[config.mk]
export PLATFORM = sky130hd
export DESIGN_NAME = im_fetch_unit
export DESIGN_NICKNAME = d
export VERILOG_FILES = /design/src/rtl/im_pkg.sv /design/src/rtl/im_fetch_fifo.sv /design/src/rtl/im_fetch_unit.sv
export SDC_FILE = /design/constraint.sdc
export NUM_CORES = 1
export LEC_CHECK = 0
export ABC_CLOCK_PERIOD_IN_PS = 10550
export CAP_MARGIN = 20
export CORE_ASPECT_RATIO = 0.8
export CORE_MARGIN = 5
export CORE_UTILIZATION = 55
export CTS_CLUSTER_DIAMETER = 50
export DETAILED_ROUTE_END_ITERATION = 16
export GPL_ROUTABILITY_DRIVEN = 0
export PLACE_DENSITY = 0.86
export REMOVE_ABC_BUFFERS = 1
export SLEW_MARGIN = 20
export SYNTH_ARGS = -nofsm -noshare
export SYNTH_HDL_FRONTEND = slang
export SYNTH_SLANG_ARGS = --single-unit
[constraint.sdc]
create_clock -name clk -period 10.55 [get_ports clk]
set_input_delay 3.165 -clock clk [delete_from_list [all_inputs] [get_ports clk]]
set_output_delay 3.165 -clock clk [all_outputs]
set_load 0.01 [all_outputs]
[src/rtl/im_pkg.sv]
`default_nettype none
// ============================================================================
//  Module      : im_pkg
//  Description : Shared types and constants for the IM instruction-fetch unit.
//                - IM_ADDRWIDTH / IM_DATAWIDTH : IM word-address / data widths
//                - fetch_entry_t               : {pc, inst} queued per fetch
//                - fetch_state_t               : IDLE / RUN issue states
//  Revision    : 1.0 - initial release
// ============================================================================
package im_pkg;

    localparam int IM_ADDRWIDTH = 16;
    localparam int IM_DATAWIDTH = 32;

    typedef struct packed {
        logic [IM_ADDRWIDTH-1:0] pc;
        logic [IM_DATAWIDTH-1:0] inst;
    } fetch_entry_t;

    typedef enum logic [0:0] {
        IDLE = 1'b0,
        RUN  = 1'b1
    } fetch_state_t;

endpackage
`default_nettype wire

[src/rtl/im_fetch_fifo.sv]
`default_nettype none
// ============================================================================
//  Module      : im_fetch_fifo
//  Description : Two-entry synchronous FIFO of fetch_entry_t.
//  Ports       : clk, rst      - clock, synchronous active-high reset
//                push, push_data - enqueue an entry
//                pop           - dequeue the head entry
//                flush         - empty the queue (wins over push/pop)
//                count         - number of valid entries (0..2)
//                head          - oldest entry (meaningful when count != 0)
//  Revision    : 1.0 - initial release
// ============================================================================
module im_fetch_fifo
    import im_pkg::*;
(
    input  logic         clk,
    input  logic         rst,
    input  logic         push,
    input  fetch_entry_t push_data,
    input  logic         pop,
    input  logic         flush,
    output logic [1:0]   count,
    output fetch_entry_t head
);

    fetch_entry_t r_mem [2];
    logic         r_rd_ptr;
    logic         r_wr_ptr;
    logic [1:0]   r_count;

    logic w_do_pop;
    logic w_do_push;

    // Guard against under/overflow; a push into a full queue is only legal
    // when the head leaves in the same cycle.
    assign w_do_pop  = pop && (r_count != 2'd0);
    assign w_do_push = push && ((r_count != 2'd2) || w_do_pop);

    always_ff @(posedge clk) begin
        if (rst) begin
            for (int i = 0; i < 2; i++) begin
                r_mem[i] <= '0;
            end
            r_rd_ptr <= 1'b0;
            r_wr_ptr <= 1'b0;
            r_count  <= 2'd0;
        end else if (flush) begin
            r_rd_ptr <= 1'b0;
            r_wr_ptr <= 1'b0;
            r_count  <= 2'd0;
        end else begin
            if (w_do_push) begin
                r_mem[r_wr_ptr] <= push_data;
                r_wr_ptr        <= ~r_wr_ptr;
            end
            if (w_do_pop) begin
                r_rd_ptr <= ~r_rd_ptr;
            end
            case ({w_do_push, w_do_pop})
                2'b10:   r_count <= r_count + 2'd1;
                2'b01:   r_count <= r_count - 2'd1;
                default: r_count <= r_count;
            endcase
        end
    end

    assign count = r_count;
    assign head  = r_mem[r_rd_ptr];

endmodule
`default_nettype wire

[src/rtl/im_fetch_unit.sv]
`default_nettype none
// ============================================================================
//  Module      : im_fetch_unit
//  Description : Instruction-fetch initiator for the IM instruction memory.
//                Sequences a word PC, issues IM reads, captures the data one
//                cycle later into a 2-entry queue and presents it to decode
//                over a valid/ready handshake. Handles redirects and
//                decode back-pressure.
//  Ports       : clk, rst                    - clock, sync active-high reset
//                fetch_en                    - fetching permitted
//                redirect_valid, redirect_pc - flush and restart
//                IM_enable, IM_write, IM_address, IM_in - IM request port
//                IM_out                      - IM read data (1-cycle latency)
//                inst_valid, inst_ready, inst_data, inst_pc - decode port
//  Revision    : 1.0 - initial release
// ============================================================================
module im_fetch_unit
    import im_pkg::*;
#(
    parameter int                   ADDRWIDTH = IM_ADDRWIDTH,
    parameter int                   DATAWIDTH = IM_DATAWIDTH,
    parameter logic [ADDRWIDTH-1:0] RESET_PC  = '0
) (
    input  logic                 clk,
    input  logic                 rst,
    input  logic                 fetch_en,
    input  logic                 redirect_valid,
    input  logic [ADDRWIDTH-1:0] redirect_pc,
    output logic                 IM_enable,
    output logic                 IM_write,
    output logic [ADDRWIDTH-1:0] IM_address,
    output logic [DATAWIDTH-1:0] IM_in,
    input  logic [DATAWIDTH-1:0] IM_out,
    output logic                 inst_valid,
    input  logic                 inst_ready,
    output logic [DATAWIDTH-1:0] inst_data,
    output logic [ADDRWIDTH-1:0] inst_pc
);

    fetch_state_t         r_state;
    fetch_state_t         w_state_next;
    logic [ADDRWIDTH-1:0] r_pc;
    logic                 r_inflight;
    logic [ADDRWIDTH-1:0] r_inflight_pc;

    logic [1:0]           w_count;
    fetch_entry_t         w_head;
    fetch_entry_t         w_push_entry;
    logic                 w_handshake;
    logic                 w_push;
    logic [2:0]           w_occupancy;

    // Entries committed once the pending read lands: queued + in flight,
    // minus the one decode is taking this cycle.
    assign w_handshake = inst_valid && inst_ready;
    assign w_occupancy = {1'b0, w_count} + {2'b00, r_inflight} - {2'b00, w_handshake};

    // ------------------------------------------------------------------
    // State register
    // ------------------------------------------------------------------
    always_ff @(posedge clk) begin
        if (rst) begin
            r_state <= IDLE;
        end else begin
            r_state <= w_state_next;
        end
    end

    // ------------------------------------------------------------------
    // Next state and IM request
    // ------------------------------------------------------------------
    always_comb begin
        w_state_next = r_state;
        IM_enable    = 1'b0;
        IM_address   = '0;
        case (r_state)
            IDLE: begin
                if (fetch_en) begin
                    w_state_next = RUN;
                end
            end
            RUN: begin
                if (!fetch_en) begin
                    w_state_next = IDLE;
                end
                // A redirect always issues its target, regardless of queue
                // occupancy, because the queue and pending data are dropped.
                if (redirect_valid) begin
                    IM_enable  = 1'b1;
                    IM_address = redirect_pc;
                end else if (w_occupancy < 3'd2) begin
                    IM_enable  = 1'b1;
                    IM_address = r_pc;
                end
            end
            default: begin
                w_state_next = IDLE;
            end
        endcase
    end

    // ------------------------------------------------------------------
    // PC and in-flight tracking
    // ------------------------------------------------------------------
    always_ff @(posedge clk) begin
        if (rst) begin
            r_pc          <= RESET_PC;
            r_inflight    <= 1'b0;
            r_inflight_pc <= '0;
        end else begin
            r_inflight <= IM_enable;
            if (IM_enable) begin
                r_inflight_pc <= IM_address;
                r_pc          <= IM_address + ADDRWIDTH'(1);
            end else if (redirect_valid) begin
                r_pc <= redirect_pc;
            end
        end
    end

    // The response landing during a redirect belongs to the abandoned stream.
    assign w_push            = r_inflight && !redirect_valid;
    assign w_push_entry.pc   = r_inflight_pc;
    assign w_push_entry.inst = IM_out;

    im_fetch_fifo u_fifo (
        .clk       (clk),
        .rst       (rst),
        .push      (w_push),
        .push_data (w_push_entry),
        .pop       (w_handshake && !redirect_valid),
        .flush     (redirect_valid),
        .count     (w_count),
        .head      (w_head)
    );

    assign inst_valid = (w_count != 2'd0);
    assign inst_data  = w_head.inst;
    assign inst_pc    = w_head.pc;

    assign IM_write = 1'b0;
    assign IM_in    = '0;

endmodule
`default_nettype wire

======== Word level (Yosys, flattened, before mapping) ========
Memories as Yosys holds them, arrays and structs flattened. A register that Yosys moved wholly into a read port is not among the register bits.
Cells that the tools add are included.
cells by class
  bitwise logic cells ..................... 2
  reduce and logical (&&, ||, !) cells .... 12
  muxes and demuxes ....................... 21
  order comparisons ....................... 1
  add/sub/neg operators ................... 5
  equality and inequality tests ........... 3
operator list
  kind                   count
  $mux 16                5
  $mux 48                1
  $reduce_or 48->1       1
  $add 16x1->16 const B  1
  $mux 1                 14
  $reduce_bool 2->1      3
  $logic_and 1x1->1      5
  $pmux 2 s2             1
  $add 2x1->3            1
  $lt 3x2->1 const B     1
  $sub 3x1->3            1
  $add 2x1->2 const B    1
  $eq 2x1->1 const B     1
  $eq 2x2->1 const B     1
  $ne 2x2->1 const B     1
  $not 1->1              2
  $reduce_or 2->1        1
  $sub 2x1->2 const B    1
  $logic_not 1->1        1
  $logic_or 1x1->1       1
word-level totals
  input port bits ......................... 53
  memory bits (writable) .................. 96
  memories kept ........................... 1
  bits in registers ....................... 38
memories
  name          words  width  rd ports  clocked after memory_dff  write ports  line                 source
  u_fifo.r_mem  2      48     1         1                         2            im_fetch_fifo.sv:26  fetch_entry_t r_mem [2];

======== Depth between registers and ports, before layout ========
  depth after elaboration ................. 12
  mapped depth ............................ 20

======== Cells and area by module ========
A second synthesis with hierarchy kept.
second synthesis, totals
  cells, all modules ...................... 560
  area, all modules ....................... 6782.8 µm²
by module, submodules not included
  module         area an instance (µm²)  seq. area each (µm²)  cells an instance  instances
  im_fetch_fifo  4390.5                  2982.9                282                1
  im_fetch_unit  2392.3                  680.7                 278                1

======== Worst setup path after synthesis ========
No wires, ideal clock.
  kind .................................... input-to-output
  from .................................... in inst_ready
  to ...................................... out IM_address[0]
  path slack .............................. 2.010 ns
  path buffers ............................ 1
  cell stages on the path ................. 12
  arrival time ............................ 5.375 ns
  cell sequence ........................... nand2_1 > inv_1 > ha_1 > nand2b_1 > fa_1 > xnor2_1 > and2_1 > o21ai_1 > inv_1 > clkbuf_1 > nand2b_1 > inv_1
on the way
  cells in the longest elaborated chain, start to end .. 6
RTL lines
  item                line                 source
  start: declaration  im_fetch_unit.sv:35  input logic inst_ready,
  $logic_and 1x1->1   im_fetch_unit.sv:55  assign w_handshake = inst_valid && inst_ready;
  $sub 3x1->3         im_fetch_unit.sv:56  assign w_occupancy = {1'b0, w_count} + {2'b00, r_inflight} - {2'b00, w_handshake};
  $lt 3x2->1          im_fetch_unit.sv:91  end else if (w_occupancy < 3'd2) begin
  $mux 16             im_fetch_unit.sv:91
  $mux 16             im_fetch_unit.sv:88  if (redirect_valid) begin
  $mux 16             im_fetch_unit.sv:76  case (r_state)
  end: declaration    im_fetch_unit.sv:31  output logic [ADDRWIDTH-1:0] IM_address,
Every way passes these cells.

======== Worst setup path in the final report ========
  from .................................... in inst_ready
  to ...................................... out IM_enable
on the way
  cells in the longest elaborated chain, start to end .. 6
RTL lines
  item               line                 source
  $logic_and 1x1->1  im_fetch_unit.sv:55
  $sub 3x1->3        im_fetch_unit.sv:56
  $lt 3x2->1         im_fetch_unit.sv:91
  $mux 1             im_fetch_unit.sv:91
  $mux 1             im_fetch_unit.sv:88
  $mux 1             im_fetch_unit.sv:76
  end: declaration   im_fetch_unit.sv:29  output logic IM_enable,
Every way passes these cells.

==> results.yml <==
clock_tree:
  ctsRootBufferMaster: "clkbuf_16"
  cts_buffer_depth: 2
  cts_buffers: 17
  htree_levels: 4
  cts.sinks: 135
  tritoncts: "yes"
  cts-resized-gates: 0
  cts_hold_buf: 0
  postCtsSetupRepairBufs: 0
  clk_pin_slew_ns: 0.05
  clk_latency_ns: 0.41
cells_and_area:
  fin_util: 0.701
  antenna_cells: 0
  drive_gt1_frac: 0.139
  syn2layout_area_growth_pct: 26.3
  nNetsFinal: 748
  nFillCells: 868
floorplan:
  pin_count: 152
  core_area_um2: 12100
  rows: 36
  die_width_um: 133
  fp.dieH_um: 109
  die_area_um2: 14500
  start_util: 0.555
logic_synthesis:
  synthFlopType: "edfxtp_1"
  synth_seq_area_share: 0.547
  netlist_instances: 578
  yosysTopAreaCell: "edfxtp_1"
  synth.area.top_cells: "edfxtp_1, dfxtp_1, and2_1"
  synth_common_cells: "and2_1, edfxtp_1, mux2_2, dfxtp_1, buf_4"
  synth_edf_count: 96
  synth_top_area_frac: 0.430
  synth_area_um2: 6700
  synth_cell_type_count: 62
  ys_seq_elements: 135
  synth_most_common_cell: "and2_1"
  yosysWarnings: 0
  syn_area_per_cell_um2: 11.6
  synth_async_sr_flop_share: 0
detailed_routing:
  wl_met2_um: 7020
  viasPerCell: 5.67
  drt_iter0_drc: 505
  routed.top_layer: "met4"
  met1_length_um: 6670
  routedWlPerCell_um: 17.8
  final_antenna_net_count: 0
  drc: 0
  num_vias: 4856
  dr_wl_met3_um: 1350
  drtPass1Iterations: 5
  routed_wl_um: 15200
global_route:
  grt_pass1_vias: 4936
  groute.usage.overall: 0.215
  grt-ovfl-total: 0
  grt_pass1_wl_um: 24200
  grt_max_degree: 55
  antenna_found_initial: 0
timing:
  finalSetupViolations: 0
  max_freq_mhz: 103
  tightest_slew_ns: 0.977
  layout_min_cycle_time_ns: 9.69
  fin_skew_ns: 0.00583
  final_hold_viol_count: 0
  min_period_over_period: 0.919
  relSlewSlack: 0.349
  grt_setup_unrepaired: "false"
  final_max_slew_viol_count: 0
  tns_ns: 0
setup_path:
  cp-end-kind: "primary output"
  critPathKind: "in -> out"
  path_max_fanout: 15
  crit_path_start_kind: "input pin"
  crit_required_ns: 7.39
  worstPathArrival_ns: 6.53
placement:
  port_buffers: 118
  dpl.hpwl_um: 9970
min_path:
  hp-class: "reg -> reg"
outcome:
  status: "finished, final reports clean"
flow_run:
  maxCapViolCount: 0
power:
  leakagePower_nw: 3.23
  power.density_nw_per_um2: 152
  peakVddDrop_mv: 0.0957
-- state kept, by name, indices dropped and copies added (netlist names), named ones only --
register and count:
r_inflight 1, r_inflight_pc 16, r_pc 16, r_state 1, u_fifo.count 2, u_fifo.r_mem 96, u_fifo.r_rd_ptr 1, u_fifo.r_wr_ptr 1
-- power by group --
part	switching [mW]	leakage, nW	internal, mW
clock	0.215	0.268	0.346
combinational	0.0631	1.65	0.0607
sequential	0.0109	1.32	0.589
-- layout by cell type (no fill, tap or decap), types with 5 or more instances in the layout --
| master | count |
|---|---|
| nor2_1 | 29 |
| mux2i_1 | 11 |
| mux2_2 | 49 |
| nand2b_1 | 5 |
| a22oi_1 | 5 |
| clkbuf_16 | 17 |
| xnor2_1 | 8 |
| a211oi_1 | 7 |
| conb_1 | 33 |
| edfxtp_1 | 96 |
| a21oi_1 | 19 |
| nor3_1 | 11 |
| inv_1 | 15 |
| and2_1 | 101 |
| nand4b_1 | 5 |
| clkdlybuf4s50_1 | 117 |
| nand4_1 | 8 |
| a32o_1 | 5 |
| nand3_1 | 6 |
| buf_4 | 11 |
| dfxtp_1 | 38 |
| nand2_1 | 22 |
-- worst paths after layout --
path / startpoint / end / slack [ns] / cells past startpoint
hold reg to reg: r_inflight_pc[11]$_SDFFE_PP0P_ / r_inflight_pc[11]$_SDFFE_PP0P_ / 0.46 / 2
hold / removal: r_inflight_pc[11]$_SDFFE_PP0P_ / r_inflight_pc[11]$_SDFFE_PP0P_ / 0.46 / 2
setup reg to reg: u_fifo.count[1]$_SDFFE_PP0P_ / r_pc[14]$_SDFFE_PP0P_ / 5.75 / 21
setup / recovery: inst_ready / IM_enable / 0.86 / 14
-- cell families after synthesis --
family                   Yosys count  share of synthesized area
XOR/XNOR                          12                     0.0157
AND/OR/NAND/NOR                  208                      0.176
flip-flops                       135                      0.547
adder cells (fa/ha/maj)            4                    0.00860
multiplexers                      61                      0.101
other                              1                   0.000560
AO/OA/AOI/OAI                     74                     0.0824
buffers and inverters             83                     0.0686
-- layout make-up --
type                    count  area, µm²  share of cell area
flip-flops and latches    135       3660               0.433
multi-input cells         392       2720               0.322
clock buffers              19        433              0.0512
inverters                  16       60.1             0.00710
well taps                 152        190              0.0225
clock inverters            13        131              0.0155
repair buffers            129       1260               0.149
-- critical path, cell delays in order --
cell and delay [ns]:
clkdlybuf4s50_1 0.48, nand2_1 0.10, inv_1 0.08, ha_1 0.21, nand2b_1 0.16, fa_1 0.42
xnor2_1 0.15, buf_4 0.23, and2_1 0.27, o21ai_1 0.18, buf_4 0.26, inv_1 0.07
buf_4 0.19, clkdlybuf4s50_1 0.56
-- stage by stage --
stage | total power [mW] | std cells | setup WS, ns | instance area [µm²] | hold slack, ns
floorplan | 0.665 | 543 | 1.34 | 6420 | 0.434
global placement | 0.729 | 824 | 0.998 | 7890 | 0.460
detailed placement | 0.733 | 824 | 0.915 | 7890 | 0.459
CTS | 1.29 | 856 | 0.904 | 8460 | 0.466
global route | 1.33 | 856 | 0.642 | 8460 | 0.487
finish | 1.28 | 856 | 0.856 | 8460 | 0.464
-- per-layer routing --
layer / global-route usage / vias to the layer above
li1: - / 2247
met1: 0.287 / 2303
met2: 0.343 / 276
met3: 0.0669 / 30
met4: 0.0661 / 0
met5: 0 / -
Power figures use the tool's default switching activity.
==> RTL edit, RTL diff (same settings) <==
Make the reset (`rst`) asynchronous in 3 clocked blocks. Comments in the files are not updated.
--- a/src/rtl/im_fetch_fifo.sv
+++ b/src/rtl/im_fetch_fifo.sv
@@ -36,7 +36,7 @@
     assign w_do_pop  = pop && (r_count != 2'd0);
     assign w_do_push = push && ((r_count != 2'd2) || w_do_pop);
 
-    always_ff @(posedge clk) begin
+    always_ff @(posedge clk or posedge rst) begin
         if (rst) begin
             for (int i = 0; i < 2; i++) begin
                 r_mem[i] <= '0;
--- a/src/rtl/im_fetch_unit.sv
+++ b/src/rtl/im_fetch_unit.sv
@@ -58,7 +58,7 @@
     // ------------------------------------------------------------------
     // State register
     // ------------------------------------------------------------------
-    always_ff @(posedge clk) begin
+    always_ff @(posedge clk or posedge rst) begin
         if (rst) begin
             r_state <= IDLE;
         end else begin
@@ -102,7 +102,7 @@
     // ------------------------------------------------------------------
     // PC and in-flight tracking
     // ------------------------------------------------------------------
-    always_ff @(posedge clk) begin
+    always_ff @(posedge clk or posedge rst) begin
         if (rst) begin
             r_pc          <= RESET_PC;
             r_inflight    <= 1'b0;
Behaviour: differs if rst is asserted again (counterexample within 4 cycles, from zero or initial values and one cycle with rst high); with rst held inactive, the same outputs for 4 cycles.
==> RTL edit against the unedited design <==
- critical path depth down 4
- sequential cell count down 1
- routed wire length up 0.39%
- register-to-register slack better by 0.35 ns
- design area up 0.36%
- highest routed layer unchanged
- area after synthesis up 0.30%
- worst setup slack worse by 0.24 ns
- clock skew up 0.0027 ns
- core utilization up 0.25 points
Power is not compared: it rests on default switching activity, and its combinational part moved more than twofold at a synthesized area within 25%.
==> RTL edit: results (changes against the unedited design) <==
Slew @ Worst Pin=0.917 ns (-0.0600 ns); CTS root buf=clkbuf_16; outcome=finished, final reports clean; Peak VDD IR=0.166 mV; port bufs=118 (unchanged); Synth async-reset ratio=1.00 (+1.00); hold_sp=u_fifo.r_mem[87]$_DFFE_PP0P_; vias in the first global route=4794 (-2.9%); First DRT Iteration DRCs=358 (-29%); final WL=15.3 mm (+0.39%); Arr. time, crit path=6.77 ns (+0.24 ns); share of cells above drive strength 1=0.314 (+0.174); pre-CTS WS=0.729 ns (-0.186 ns); yosys synthesis warning count=0 (unchanged); Initial DRT Pass Iterations=5 (unchanged); clock latency on the worst-skew pair=0.41 ns (about the same); Leakage=3.73 nW; DP HPWL=10.5 mm (+4.8%); placed cell area=7880 um^2 (-0.16%); ant diodes=0 (unchanged); via count=4618 (-4.9%); # resized after CTS=0 (unchanged); EDFF count, synth=0 (-100%); filler cell count=822 (-5.3%); Hold-fix buffers, CTS=0 (unchanged); top post-synthesis cells by count=mux2_2 (148), dfrtp_1 (134), buf_4 (38), nand2_1 (20), nor2_1 (15); post-CTS setup buffers=0 (unchanged); worst clock skew=0.00853 ns (+0.00269 ns); synth top area cells=dfrtp_1 (50%), mux2_2 (25%), buf_4 (4.2%); total global-route track usage=0.216 (+0.000746); pin count of the biggest net entering global routing=83 (+51%); crit-path max FO=9 (-6); Hold Path Class=register to register; CTS H-Tree Depth=4 (unchanged); Unique masters post-synth=63 (+1.6%); endpoints failing hold=0 (unchanged); initial antenna violation count=0 (unchanged); CTS Buf Count=17 (unchanged); Crit Reg-Reg Startpoint=u_fifo.count[1]$_DFFE_PP0P_; CTS clk-pin slew, worst paths=0.05 ns (about the same); first-pass GRT wire length=24.6 mm (+1.4%); Clock Path Buffers=2 (unchanged); fin nets=700 (-6.4%); sequential share of the synthesized area=0.499 (-0.0478); CP startpoint=inst_ready; largest registers=u_fifo.r_mem x96, r_inflight_pc x16, r_pc x16
==> RTL edit: cell families after synthesis <==
family                   count (synthesis)  share of synthesized area
AO/OA/AOI/OAI                           59                     0.0730
AND/OR/NAND/NOR                         89                     0.0745
buffers and inverters                   72                     0.0648
flip-flops                             134                      0.499
adder cells (fa/ha/maj)                  3                    0.00671
XOR/XNOR                                13                     0.0181
multiplexers                           158                      0.263
other                                    1                   0.000558
==> RTL edit: where the power goes <==
group	total [W]	internal (W)	switching (W)
clock	0.000593	0.000373	0.000220
sequential	0.000868	0.000738	0.000131
combinational	0.000900	0.000537	0.000363
total	0.00236	0.00165	0.000715
==> RTL edit: through the flow <==
step / instances / utilization
final: 809 / 0.703
after global routing: 809 / 0.703
after CTS: 809 / 0.703
after detailed placement: 777 / 0.653
after global placement: 777 / 0.653
after floorplan: 499 / -
==> RTL edit: worst max-delay path: stages <==
cell and delay, ns:
clkdlybuf4s50_1 0.53, inv_1 0.09, a21oi_1 0.20, ha_1 0.27
nand2b_1 0.15, fa_1 0.71, and2b_1 0.34, nand3_1 0.11
a21boi_0 0.53, clkdlybuf4s50_1 0.66
==> RTL edit: path summary, 6_finish.rpt <==
path                                                      to  slack, ns  cells past startpoint
worst max-delay path                          IM_address[15]       0.62                     10
worst min-delay path            u_fifo.r_mem[87]$_DFFE_PP0P_       0.50                      1
worst max register to register          r_pc[14]$_DFFE_PP0P_       6.10                     14
worst min register to register  u_fifo.r_mem[87]$_DFFE_PP0P_       0.50                      1
max in group asynchronous        u_fifo.r_rd_ptr$_DFFE_PP0P_       6.12                      3
min in group asynchronous       u_fifo.r_mem[20]$_DFFE_PP0P_       3.21                      2
==> RTL edit: final cells by class <==
cell class                 instances  area [um^2]  share of cell area
clock buffer                      21          480              0.0566
clock inverter                    11          123              0.0144
inverter                          10         40.0             0.00472
multi-input combinational        355         3060               0.360
sequential                       134         3350               0.395
tap                              152          190              0.0224
timing repair buffer             126         1240               0.147
==> RTL edit: routing by layer <==
layer,share of wire,up-vias,track usage
li1,-,2073,-
met4,0.019,0,0.0727
met3,0.059,27,0.0475
met2,0.50,179,0.361
met1,0.42,2339,0.284
met5,0,-,0
